[config.mk]
export PLATFORM = sky130hd
export DESIGN_NAME = seg_scan_driver
export DESIGN_NICKNAME = d
export VERILOG_FILES = /design/src/rtl/seg_pkg.sv /design/src/rtl/seg_decoder.sv /design/src/rtl/seg_scan_driver.sv
export SDC_FILE = /design/constraint.sdc
export NUM_CORES = 1
export LEC_CHECK = 0
export ABC_AREA = 1
export BUFFER_PORTS_ARGS = -buffer_cell sky130_fd_sc_hd__buf_2
export CORE_MARGIN = 4
export CORE_UTILIZATION = 60
export DETAILED_ROUTE_END_ITERATION = 16
export MAX_ROUTING_LAYER = met4
export PLACE_DENSITY = 0.9
export SLEW_MARGIN = 20
export SYNTH_ARGS = -nofsm -noshare
export SYNTH_HDL_FRONTEND = slang
export SYNTH_SLANG_ARGS = --single-unit
export TNS_END_PERCENT = 50
[constraint.sdc]
create_clock -name clk -period 4.4 [get_ports clk]
set_clock_uncertainty 0.1 [all_clocks]
set_input_delay 0.66 -clock clk [delete_from_list [all_inputs] [get_ports clk]]
set_output_delay 0.66 -clock clk [all_outputs]
set_load 0.01 [all_outputs]
[src/rtl/seg_pkg.sv]
// Shared definitions for the seven-segment scan path: FSM encoding, digit count
// and the active-low hex segment table ({g,f,e,d,c,b,a}).
package seg_pkg;

  typedef enum logic [1:0] {
    ST_IDLE  = 2'd0,
    ST_BLANK = 2'd1,
    ST_SHOW  = 2'd2
  } state_t;

  localparam int NUM_DIGITS = 4;
  localparam logic [6:0] SEG_BLANK = 7'h7F;

  // Entry [n] is the active-low pattern for hex value n (leftmost entry is F).
  localparam logic [15:0][6:0] SEG_TABLE = {
    7'h0E, 7'h06, 7'h21, 7'h46, 7'h03, 7'h08, 7'h10, 7'h00,
    7'h78, 7'h02, 7'h12, 7'h19, 7'h30, 7'h24, 7'h79, 7'h40
  };

  function automatic logic [NUM_DIGITS-1:0] digit_onehot(input logic [1:0] idx);
    return NUM_DIGITS'(1) << idx;
  endfunction

endpackage

[src/rtl/seg_decoder.sv]
// Combinational hex to active-low seven-segment decode.
module seg_decoder
  import seg_pkg::*;
(
  input  logic [3:0] hex,
  output logic [6:0] seg
);

  assign seg = SEG_TABLE[hex];

endmodule

[src/rtl/seg_scan_driver.sv]
// Four-digit multiplexed display scanner: each slot is BLANK dark cycles followed
// by PRESCALE-BLANK lit cycles, so the registered decode has settled before the anode lights.
module seg_scan_driver
  import seg_pkg::*;
#(
  parameter int PRESCALE = 1000,
  parameter int BLANK    = 2
) (
  input  logic       clk,
  input  logic       reset,
  input  logic       enable,
  input  logic [3:0] digit,
  output logic [3:0] select,
  output logic [3:0] an,
  output logic [6:0] seg
);

  localparam int CNT_W = (PRESCALE > 1) ? $clog2(PRESCALE) : 1;

  state_t             state_reg,  state_next;
  logic [CNT_W-1:0]   count_reg,  count_next;
  logic [1:0]         index_reg,  index_next;
  logic [3:0]         select_reg, select_next;
  logic [3:0]         an_reg,     an_next;
  logic [6:0]         seg_reg,    seg_next;
  logic [6:0]         seg_dec;

  seg_decoder u_dec (
    .hex (digit),
    .seg (seg_dec)
  );

  always_comb begin
    state_next  = state_reg;
    count_next  = count_reg;
    index_next  = index_reg;
    select_next = select_reg;
    an_next     = an_reg;
    seg_next    = seg_dec;

    if (!enable) begin
      state_next  = ST_IDLE;
      count_next  = '0;
      index_next  = 2'd0;
      select_next = digit_onehot(2'd0);
      an_next     = 4'hF;
      seg_next    = SEG_BLANK;
    end else begin
      case (state_reg)
        ST_IDLE: begin
          state_next  = ST_BLANK;
          count_next  = '0;
          index_next  = 2'd0;
          select_next = digit_onehot(2'd0);
          an_next     = 4'hF;
        end
        ST_BLANK: begin
          count_next = count_reg + CNT_W'(1);
          an_next    = 4'hF;
          if (count_reg == CNT_W'(BLANK - 1)) begin
            state_next = ST_SHOW;
            an_next    = ~select_reg;
          end
        end
        ST_SHOW: begin
          if (count_reg == CNT_W'(PRESCALE - 1)) begin
            // index is 2 bits wide, so D rolls straight back to A
            state_next  = ST_BLANK;
            count_next  = '0;
            index_next  = index_reg + 2'd1;
            select_next = digit_onehot(index_reg + 2'd1);
            an_next     = 4'hF;
          end else begin
            count_next = count_reg + CNT_W'(1);
          end
        end
        default: begin
          state_next  = ST_IDLE;
          count_next  = '0;
          index_next  = 2'd0;
          select_next = digit_onehot(2'd0);
          an_next     = 4'hF;
          seg_next    = SEG_BLANK;
        end
      endcase
    end
  end

  always_ff @(posedge clk) begin
    if (reset) begin
      state_reg  <= ST_IDLE;
      count_reg  <= '0;
      index_reg  <= 2'd0;
      select_reg <= 4'b0001;
      an_reg     <= 4'hF;
      seg_reg    <= SEG_BLANK;
    end else begin
      state_reg  <= state_next;
      count_reg  <= count_next;
      index_reg  <= index_next;
      select_reg <= select_next;
      an_reg     <= an_next;
      seg_reg    <= seg_next;
    end
  end

  assign select = select_reg;
  assign an     = an_reg;
  assign seg    = seg_reg;

endmodule

==> flow_metrics.env, run 1 <==
export IMPL_status="finished clean"
export IMPL_crit_path_start="state_reg[0]$_SDFFE_PP0P_"
export IMPL_worst_r2r_path_depth=6
export IMPL_first_global_vias=1222
export IMPL_dr_first_iter_drc_count=51
export IMPL_vias=1336
export IMPL_die_width_um=59.55
export IMPL_core_area_mm2=0.002500
export IMPL_finalSetupViolations=0
export IMPL_synthAdderAreaFrac_pct=13.34
export IMPL_tritoncts="built"
export IMPL_period_needed_ns=1.708
export IMPL_peakVddDrop_mv=0.2031
export IMPL_synth_seq_cells=29
export IMPL_timing_final_crit_share_pct=38.83
export IMPL_rows=18
export IMPL_holdCritPathClass="flop to flop"
export IMPL_cp_common_cell="nand2_4"
export IMPL_layout_nets=254
export IMPL_maxSlewHeadroom_pct=39.41
export IMPL_synthXorXnorAreaFrac_pct=3.846
export IMPL_min_path_cells=1
export IMPL_seq_area_frac_synth_pct=36.42
export IMPL_clkSinkCount=29
export IMPL_drc=0
export IMPL_synthCells=206
export IMPL_fmax_mhz=585.3
export IMPL_hold_violations=0
export IMPL_leakagePower_nw=0.7740
export IMPL_async_flop_share_pct=0
export IMPL_largest_reg_flops=10
export IMPL_tns_ns=0
export IMPL_diodes=0
export IMPL_critPathArrivalTime_ns=1.87
export IMPL_cts_root_buf="clkbuf_4"
export IMPL_crit_fanout=12
export IMPL_hp_start="count_reg[0]$_SDFF_PP0_"
export IMPL_viasPerCell=5.119
export IMPL_synth_edff_count=0
export IMPL_cp_start_kind="flop"
export IMPL_synth_top_family_by_area="simple AND/OR/NAND/NOR gates"
export IMPL_grtUsageTotal_pct=19.46
export IMPL_drt_total_wl_um=2949
export IMPL_hold_slack_ns=0.3763
export IMPL_synthMuxAreaShare_pct=0
export IMPL_start_util_pct=63.76
export IMPL_critical_path_class="flop to flop"
export IMPL_h_tree_depth=2
export IMPL_cts_resized=0
export IMPL_yosys_area_share_simple_pct=31.00
export IMPL_dp_hpwl_um=2163
export IMPL_r2r_start="state_reg[0]$_SDFFE_PP0P_"
export IMPL_required_ns=4.56
export IMPL_path_cells="inv_1 -> ha_1 -> nand2_4 -> nand2_4 -> nand3_4 -> nor2_1"
export IMPL_power_density_mw_per_mm2=282.2
export IMPL_slowest_delay_ns=0.45
export IMPL_mostFrequentLayoutCells="39 x nand2_1, 31 x nor2_1, 29 x dfxtp_1, 22 x inv_1, 21 x buf_2"
export IMPL_antenna_left=0
export IMPL_drt_pass1_iter_count=4
export IMPL_area_growth_synth_to_final_pct=11.54
export IMPL_clk_path_buf_depth=2
export IMPL_r2r_slack_ns=2.69
export IMPL_nFillCells=201
export IMPL_synth_compound_area_share_pct=7.928
export IMPL_multi_input_area_um2=894.6
export IMPL_rsz0062_at_grt="no"
export IMPL_cts_hold_buf=0
export IMPL_die_height_um=59.55
export IMPL_worst_pin_slew_ns=0.9055
export IMPL_maxCapViolations=0
export IMPL_min_to="count_reg[0]$_SDFF_PP0_"
export IMPL_ys_flop_type="dfxtp_1"
export IMPL_syn_area_per_cell_um2=7.738
export IMPL_grt_pass1_wl_um=5099
export IMPL_ios=22
export IMPL_overflow=0
export IMPL_antenna_found_initial=0
export IMPL_layout_drive_gt1_share_pct=17.32
export IMPL_wl_per_cell_um=11.30
export IMPL_cts_setup_buffers=0
export IMPL_yosys_warnings=0
export IMPL_grt_max_degree=14
export IMPL_layout_commonest_cell="nand2_1"
export IMPL_cp_end_kind="flop"
export IMPL_r2r_end="count_reg[5]$_SDFF_PP0_"
export IMPL_postSynthNetCount=230
export IMPL_dieArea_mm2=0.003546
export IMPL_regArea_um2=580.6
export IMPL_drv_slew=0
export IMPL_place_congestion=0.8612
export IMPL_synth_area_mm2=0.001594
export IMPL_io_buffers=21
export IMPL_ys_types=26
export IMPL_slowest_stage="ha_1"
export IMPL_path_clk_slew_ns=0.09
export IMPL_clock_insertion_delay_worst_skew_ns=0.33
export IMPL_cts_buffers=5
-- kinds of logic (layout without fill, tap and decap cells) --
kind of cell / Yosys count / count (layout)
and+or+nand+nor: 104 / 104
DFF: 29 / 29
adders and majority gates: 17 / 17
xor gates and xnor gates: 7 / 7
buffers and inverters: 28 / 53
AOI/OAI and AO/OA: 21 / 21
-- worst max-delay path: cells and delay by family, from the launching register on --
kind,cells,cell delay [ns]
AND/OR/NAND/NOR,4,0.64
adder cells (fa/ha/maj),1,0.45
flip-flops,1,0.36
buffers and inverters,1,0.10
-- worst max-delay path by stage --
stage	end	slack, ns	depth (start not counted)
after global placement	count_reg[6]$_SDFF_PP0_	2.41	4
after global routing	count_reg[8]$_SDFF_PP0_	2.50	6
after CTS	count_reg[7]$_SDFF_PP0_	2.66	6
after floorplan	seg[1]$_SDFF_PP1_	2.88	2
final	count_reg[5]$_SDFF_PP0_	2.69	6
after detailed placement	count_reg[7]$_SDFF_PP0_	2.35	5
-- per-layer routing --
layer,share of wire (%),GRT usage (%),vias up
met4,2.3,9.810,0
li1,-,-,708
met1,46,23.67,595
met2,48,30.42,25
met3,3.7,3.922,8
met5,0,-,-
-- synthesized netlist by cell type, types with 3 or more instances --
cell type | instances | area share (%)
inv_1 | 22 | 5.2
o21ai_0 | 8 | 2.5
nand4_1 | 5 | 2.0
ha_1 | 17 | 13
nand3_1 | 18 | 5.7
a21oi_1 | 6 | 1.9
nand2_4 | 3 | 2.1
dfxtp_1 | 29 | 36
nand2_1 | 39 | 9.2
o211ai_1 | 3 | 1.4
nor2_1 | 31 | 7.3
xor2_1 | 5 | 2.7
-- cell type report --
type                       count  area share (%)
clock inverter                 1          0.2815
multi-input combinational    149           50.32
clock buffer                   7           3.659
tap                           30           2.111
timing repair buffer          21           5.911
inverter                      24           5.067
sequential                    29           32.65
-- per-stage QoR --
step | instance area (µm²) | worst slack (ns) | util, % | cells | power (mW)
finish | 1778 | 2.692 | 71.12 | 261 | 0.5017
global placement | 1708 | 2.411 | 68.32 | 253 | 0.3195
CTS | 1778 | 2.662 | 71.12 | 261 | 0.5061
global route | 1778 | 2.497 | 71.12 | 261 | 0.5192
floorplan | 1594 | 2.882 | - | 206 | 0.3067
detailed placement | 1708 | 2.350 | 68.32 | 253 | 0.3208
-- power breakdown --
group / internal [mW] / total [mW] / switching, mW
Combinational: 0.0159 / 0.0443 / 0.0285
Clock: 0.0924 / 0.187 / 0.0943
Sequential: 0.268 / 0.271 / 0.00269
Total: 0.376 / 0.502 / 0.125
(Power assumes the default switching activity.)
==> run 2: changes to the inputs <==
--- a/config.mk
+++ b/config.mk
@@ -8,10 +8,10 @@
 export ABC_AREA = 1
 export BUFFER_PORTS_ARGS = -buffer_cell sky130_fd_sc_hd__buf_2
 export CORE_MARGIN = 4
-export CORE_UTILIZATION = 60
+export CORE_UTILIZATION = 51
 export DETAILED_ROUTE_END_ITERATION = 16
 export MAX_ROUTING_LAYER = met4
-export PLACE_DENSITY = 0.9
+export PLACE_DENSITY = 0.82
 export SLEW_MARGIN = 20
 export SYNTH_ARGS = -nofsm -noshare
 export SYNTH_HDL_FRONTEND = slang
==> constraint.sdc (replaced) <==
create_clock -name clk -period 1.4 [get_ports clk]
set_clock_uncertainty 0.1 [all_clocks]
set_input_delay 0.21 -clock clk [delete_from_list [all_inputs] [get_ports clk]]
set_output_delay 0.21 -clock clk [all_outputs]
set_load 0.01 [all_outputs]
==> flow_metrics.env, run 2 (synthesis gave the netlist of run 1 again) <==
export IMPL_cp_start_kind="flop"
export IMPL_dp_hpwl_um=2258
export IMPL_peakVddDrop_mv=0.3680
export IMPL_timing_final_crit_share_pct=100.9
export IMPL_clk_path_buf_depth=2
export IMPL_place_ws_ns=-0.05032
export IMPL_cts_root_buf="clkbuf_4"
export IMPL_slowest_delay_ns=0.45
export IMPL_power_frac_seq_pct=52.9
export IMPL_layout_drive_gt1_share_pct=27.24
export IMPL_area_growth_synth_to_final_pct=26.45
export IMPL_hold_violations=0
export IMPL_holdCritPathClass="input port to flop"
export IMPL_final_util_pct=66.57
export IMPL_dr_first_iter_drc_count=131
export IMPL_use_met2_pct=28.52
export IMPL_diodes=0
export IMPL_cp_end_kind="flop"
export IMPL_nFillCells=245
export IMPL_maxCapViolations=0
export IMPL_grt_pass1_wl_um=5575
export IMPL_rsz0062_at_grt="yes"
export IMPL_min_path_cells=3
export IMPL_antenna_left=0
export IMPL_period_needed_ns=1.413
export IMPL_layout_commonest_cell="nand2_1"
export IMPL_grt_max_degree=15
export IMPL_ios=22
export IMPL_multi_input_area_um2=982.2
export IMPL_drt_total_wl_um=3372
export IMPL_wl_per_cell_um=11.63
export IMPL_tritoncts="built"
export IMPL_fmax_mhz=707.8
export IMPL_start_util_pct=52.64
export IMPL_cpLargestDelayFamily="simple AND/OR/NAND/NOR gates"
export IMPL_required_ns=1.53
export IMPL_mostFrequentLayoutCells="39 x nand2_1, 29 x nor2_1, 26 x dfxtp_1, 21 x buf_2, 20 x inv_1"
export IMPL_stdcell_count=290
export IMPL_worst_path_stages=7
export IMPL_antenna_found_initial=0
export IMPL_regArea_um2=591.8
export IMPL_drv_slew=0
export IMPL_cts_buffers=5
export IMPL_overflow=0
export IMPL_maxSlewHeadroom_pct=76.59
export IMPL_status="finished with violations"
export IMPL_largest_reg_flops=10
export IMPL_path_cells="nand2_1 -> nor2_4 -> nand2_4 -> nand2_8 -> nand2_8 -> nand3_4 -> nor2_1"
export IMPL_clock_insertion_delay_worst_skew_ns=0.34
export IMPL_h_tree_depth=2
export IMPL_die_height_um=63.91
export IMPL_grt_use_met1_pct=20.82
export IMPL_critPathArrivalTime_ns=1.55
export IMPL_cp_common_cell="nand2_8"
export IMPL_post_place_cells=279
export IMPL_io_buffers=21
export IMPL_grtUsageTotal_pct=17.82
export IMPL_first_global_vias=1334
export IMPL_power_density_mw_per_mm2=792.0
export IMPL_path_clk_slew_ns=0.09
export IMPL_met3_usage_pct=3.339
export IMPL_power_total_mw=1.596
export IMPL_clkSinkCount=29
export IMPL_p_int_mw=1.193
export IMPL_failed_checks="setup timing"
export IMPL_drt_pass1_iter_count=4
export IMPL_cts_hold_buf=0
export IMPL_critical_path_buf_inv_count=0
export IMPL_combPwrFrac_pct=10.5
export IMPL_power_share_switching_pct=25.29
export IMPL_critical_path_class="flop to flop"
export IMPL_layout_nets=269
export IMPL_crit_fanout=10
export IMPL_finalSetupViolations=3
export IMPL_pwr_share_clk_pct=36.6
export IMPL_slowest_stage="dfxtp_1"
export IMPL_setup_ws_ns=-0.01289
export IMPL_worst_r2r_path_depth=7
export IMPL_place_congestion=0.8141
export IMPL_leakagePower_nw=0.8725
export IMPL_die_width_um=63.91
export IMPL_dieArea_mm2=0.004084
export IMPL_viasPerCell=4.897
export IMPL_rows=20
export IMPL_drc=0
export IMPL_p_sw_mw=0.4037
export IMPL_grt_busiest_layer="met2"
export IMPL_vias=1420
export IMPL_worst_pin_slew_ns=0.3498
export IMPL_core_area_mm2=0.003028
[run 2: cell count changes in the layout (fill, tap and decap cells not counted), moves of 3 or more]
cell     before  now
buf_4         0   12
dfxtp_1      29   26
dfxtp_4       0    3
ha_1         17   14
[run 2: path summary, 6_finish.rpt]
| check | startpoint | endpoint | slack [ns] |
|---|---|---|---|
| worst min register to register | an[2]$_SDFFE_PP1P_ | an[2]$_SDFFE_PP1P_ | 0.40 |
| worst min-delay path | digit[3] | seg[2]$_SDFF_PP1_ | 0.08 |
| worst max-delay path | count_reg[6]$_SDFF_PP0_ | count_reg[0]$_SDFF_PP0_ | -0.01 |
| worst max register to register | count_reg[6]$_SDFF_PP0_ | count_reg[0]$_SDFF_PP0_ | -0.01 |
[run 2: layout make-up]
class                      instances  share of cell area [%]
clock buffer                       7                   3.228
inverter                          24                   4.469
sequential                        29                   29.36
clock inverter                     1                  0.2483
multi-input combinational        150                   48.73
timing repair buffer              35                   11.24
tap                               44                   2.731
[run 2: timing repair]
action                     in CTS  in global routing
buffers inserted                0                  2
gates cloned                    1                  0
pin swaps                       2                  7
setup endpoints to repair      13                 22
resized for setup               9                 15
hold endpoints to repair        0                  0
[run 2: power groups by stage]
stage / logic [mW] / clock network (mW) / registers [mW]
after floorplan: 0.0876 / 0 / 0.876
after global routing: 0.190 / 0.643 / 0.847
final: 0.168 / 0.584 / 0.845
after CTS: 0.163 / 0.593 / 0.850
after detailed placement: 0.154 / 0 / 0.869
after global placement: 0.150 / 0 / 0.870
[run 2: worst register-to-register path, stage by stage (launching register included)]
cell     delay [ns]
dfxtp_1        0.45
nand2_1        0.15
nor2_4         0.16
nand2_4        0.08
nand2_8        0.11
nand2_8        0.09
nand3_4        0.12
nor2_1         0.05
[run 2: per-stage QoR]
stage	TNS [ns]	hold WS, ns	cell area [µm²]
finish	-0.03185	0.07786	2016
global route	-1.378	0.08435	2016
CTS	0	0.07225	1944
detailed placement	-0.4656	0.3862	1828
global placement	0	0.3804	1828
floorplan	0	0.2713	1594
[run 2: metal layers]
layer  up-vias  wire length [µm]  share of wire, %
met5         -                 0                 0
li1        738                 -                 -
met1       645              1532                45
met2        33              1677                50
met3         4               132               3.9
met4         0                29              0.86
==> run 3: changes to the inputs <==
--- a/config.mk
+++ b/config.mk
@@ -6,7 +6,7 @@
 export NUM_CORES = 1
 export LEC_CHECK = 0
 export ABC_AREA = 1
-export BUFFER_PORTS_ARGS = -buffer_cell sky130_fd_sc_hd__buf_2
+export BUFFER_PORTS_ARGS = -buffer_cell sky130_fd_sc_hd__buf_4
 export CORE_MARGIN = 4
 export CORE_UTILIZATION = 51
 export DETAILED_ROUTE_END_ITERATION = 16
==> constraint.sdc (replaced) <==
create_clock -name clk -period 1.2 [get_ports clk]
set_clock_uncertainty 0.1 [all_clocks]
set_input_delay 0.18 -clock clk [delete_from_list [all_inputs] [get_ports clk]]
set_output_delay 0.18 -clock clk [all_outputs]
set_load 0.01 [all_outputs]
==> flow_metrics.env, run 3 (synthesis gave the netlist of run 1 again) <==
export IMPL_worst_r2r_path_depth=9
export IMPL_fmax_mhz=745.6
export IMPL_die_height_um=63.91
export IMPL_antenna_found_initial=0
export IMPL_holdCritPathClass="input port to flop"
export IMPL_first_global_vias=1541
export IMPL_failed_checks="hold timing, setup timing"
export IMPL_r2r_start="count_reg[1]$_SDFF_PP0_"
export IMPL_layout_drive_gt1_share_pct=35.77
export IMPL_drc=0
export IMPL_dp_hpwl_um=2432
export IMPL_layout_nets=283
export IMPL_peakVddDrop_mv=0.4975
export IMPL_cts_root_buf="clkbuf_4"
export IMPL_r2r_end="select[2]$_SDFFE_PP0P_"
export IMPL_hp_start="reset"
export IMPL_grtUsageTotal_pct=20.80
export IMPL_power_density_mw_per_mm2=817.0
export IMPL_maxSlewHeadroom_pct=77.58
export IMPL_place_congestion=0.8803
export IMPL_required_ns=1.35
export IMPL_grt_pass1_wl_um=6534
export IMPL_core_area_mm2=0.003028
export IMPL_area_growth_synth_to_final_pct=38.70
export IMPL_ios=22
export IMPL_start_util_pct=52.64
export IMPL_clk_path_buf_depth=2
export IMPL_die_width_um=63.91
export IMPL_overflow=0
export IMPL_power_total_mw=1.806
export IMPL_period_needed_ns=1.341
export IMPL_leakagePower_nw=0.9623
export IMPL_drt_pass1_iter_count=4
export IMPL_critPathArrivalTime_ns=1.49
export IMPL_drv_slew=0
export IMPL_dr_first_iter_drc_count=75
export IMPL_place_ws_ns=-0.1739
export IMPL_vias=1531
export IMPL_maxCapViolations=0
export IMPL_status="finished with violations"
export IMPL_mostFrequentLayoutCells="47 x buf_4, 36 x nand2_1, 27 x nor2_1, 23 x dfxtp_1, 21 x inv_1"
export IMPL_crit_fanout=7
export IMPL_largest_reg_flops=10
export IMPL_clkSinkCount=29
export IMPL_dieArea_mm2=0.004084
export IMPL_hold_slack_ns=-0.02443
export IMPL_cp_start_kind="flop"
export IMPL_drt_total_wl_um=3877
export IMPL_finalSetupViolations=26
export IMPL_min_path_cells=3
export IMPL_hold_violations=3
export IMPL_rows=20
export IMPL_met1_length_um=1587
export IMPL_tritoncts="built"
export IMPL_cp_end_kind="flop"
export IMPL_min_to="seg[3]$_SDFF_PP1_"
export IMPL_cts_buffers=5
export IMPL_io_buffers=21
export IMPL_h_tree_depth=2
export IMPL_path_clk_slew_ns=0.10
export IMPL_wl_met3_um=158
export IMPL_viasPerCell=5.036
export IMPL_setup_ws_ns=-0.1412
export IMPL_top_layer_used="met4"
export IMPL_worst_pin_slew_ns=0.3322
export IMPL_layout_commonest_cell="buf_4"
export IMPL_diodes=0
export IMPL_wl_per_cell_um=12.75
export IMPL_r2r_slack_ns=-0.14
export IMPL_antenna_left=0
export IMPL_wl_met2_um=2068
export IMPL_clock_insertion_delay_worst_skew_ns=0.34
export IMPL_timing_final_crit_share_pct=111.8
export IMPL_critical_path_class="flop to flop"
export IMPL_grt_max_degree=15
export IMPL_rsz0062_at_grt="yes"
## run 3: through the flow
| stage | hold WS [ns] | utilization, % | area (µm²) | setup TNS, ns | std cells |
|---|---|---|---|---|---|
| after floorplan | 0.1930 | - | 1643 | -0.9601 | 206 |
| after global placement | 0.3207 | 67.31 | 2038 | -2.489 | 294 |
| after detailed placement | 0.3303 | 67.31 | 2038 | -2.939 | 294 |
| after CTS | -0.03070 | 71.03 | 2151 | -2.822 | 303 |
| after global routing | -0.03251 | 73.02 | 2211 | -5.518 | 304 |
| final | -0.02443 | 73.02 | 2211 | -2.696 | 304 |
## run 3: worst max path at each step
stage / end / slack [ns] / start / cells past startpoint
final: select[2]$_SDFFE_PP0P_ / -0.14 / count_reg[1]$_SDFF_PP0_ / 9
after floorplan: select[2]$_SDFFE_PP0P_ / -0.07 / count_reg[0]$_SDFF_PP0_ / 9
after global routing: index_reg[0]$_SDFFE_PP0P_ / -0.27 / count_reg[9]$_SDFF_PP0_ / 8
after global placement: state_reg[1]$_SDFFE_PP0P_ / -0.16 / count_reg[1]$_SDFF_PP0_ / 7
after CTS: count_reg[9]$_SDFF_PP0_ / -0.15 / count_reg[1]$_SDFF_PP0_ / 8
after detailed placement: state_reg[1]$_SDFFE_PP0P_ / -0.17 / count_reg[1]$_SDFF_PP0_ / 7
## run 3: timing repair
| item | CTS | global route |
|---|---|---|
| endpoints found under the hold margin | 4 | 3 |
| pin swaps | 2 | 5 |
| gates resized for setup | 12 | 16 |
| buffers inserted | 0 | 1 |
| setup endpoints to repair | 27 | 28 |
| cloned | 1 | 0 |
## run 3: cell type report
class                      count  area [µm²]
clock buffer                   5       37.54
clock inverter                 3       17.52
fill                         216       817.0
inverter                      24       92.59
multi-input combinational    150        1031
sequential                    29       593.1
tap                           44       55.05
timing repair buffer          49       384.1
## run 3: report_power, final
part / switching, mW / internal [mW] / total [mW]
combinational: 0.132 / 0.109 / 0.241
clock: 0.357 / 0.220 / 0.577
sequential: 0.00986 / 0.978 / 0.988
total: 0.499 / 1.31 / 1.81
## run 3: layer usage
layer / vias up / GRT usage, %
met4: 0 / 8.895
li1: 767 / -
met3: 8 / 5.624
met2: 46 / 36.13
met5: - / -
met1: 710 / 22.09
## run 3: worst max-delay path, cell delays in order (launching register included)
cell and delay (ns):
dfxtp_4 0.38, ha_4 0.15, nand2_4 0.06, nor2_4 0.11, nand2_4 0.08, nand2_8 0.09, buf_6 0.13, nand3_2 0.07
nand2_2 0.06, nor2_1 0.03
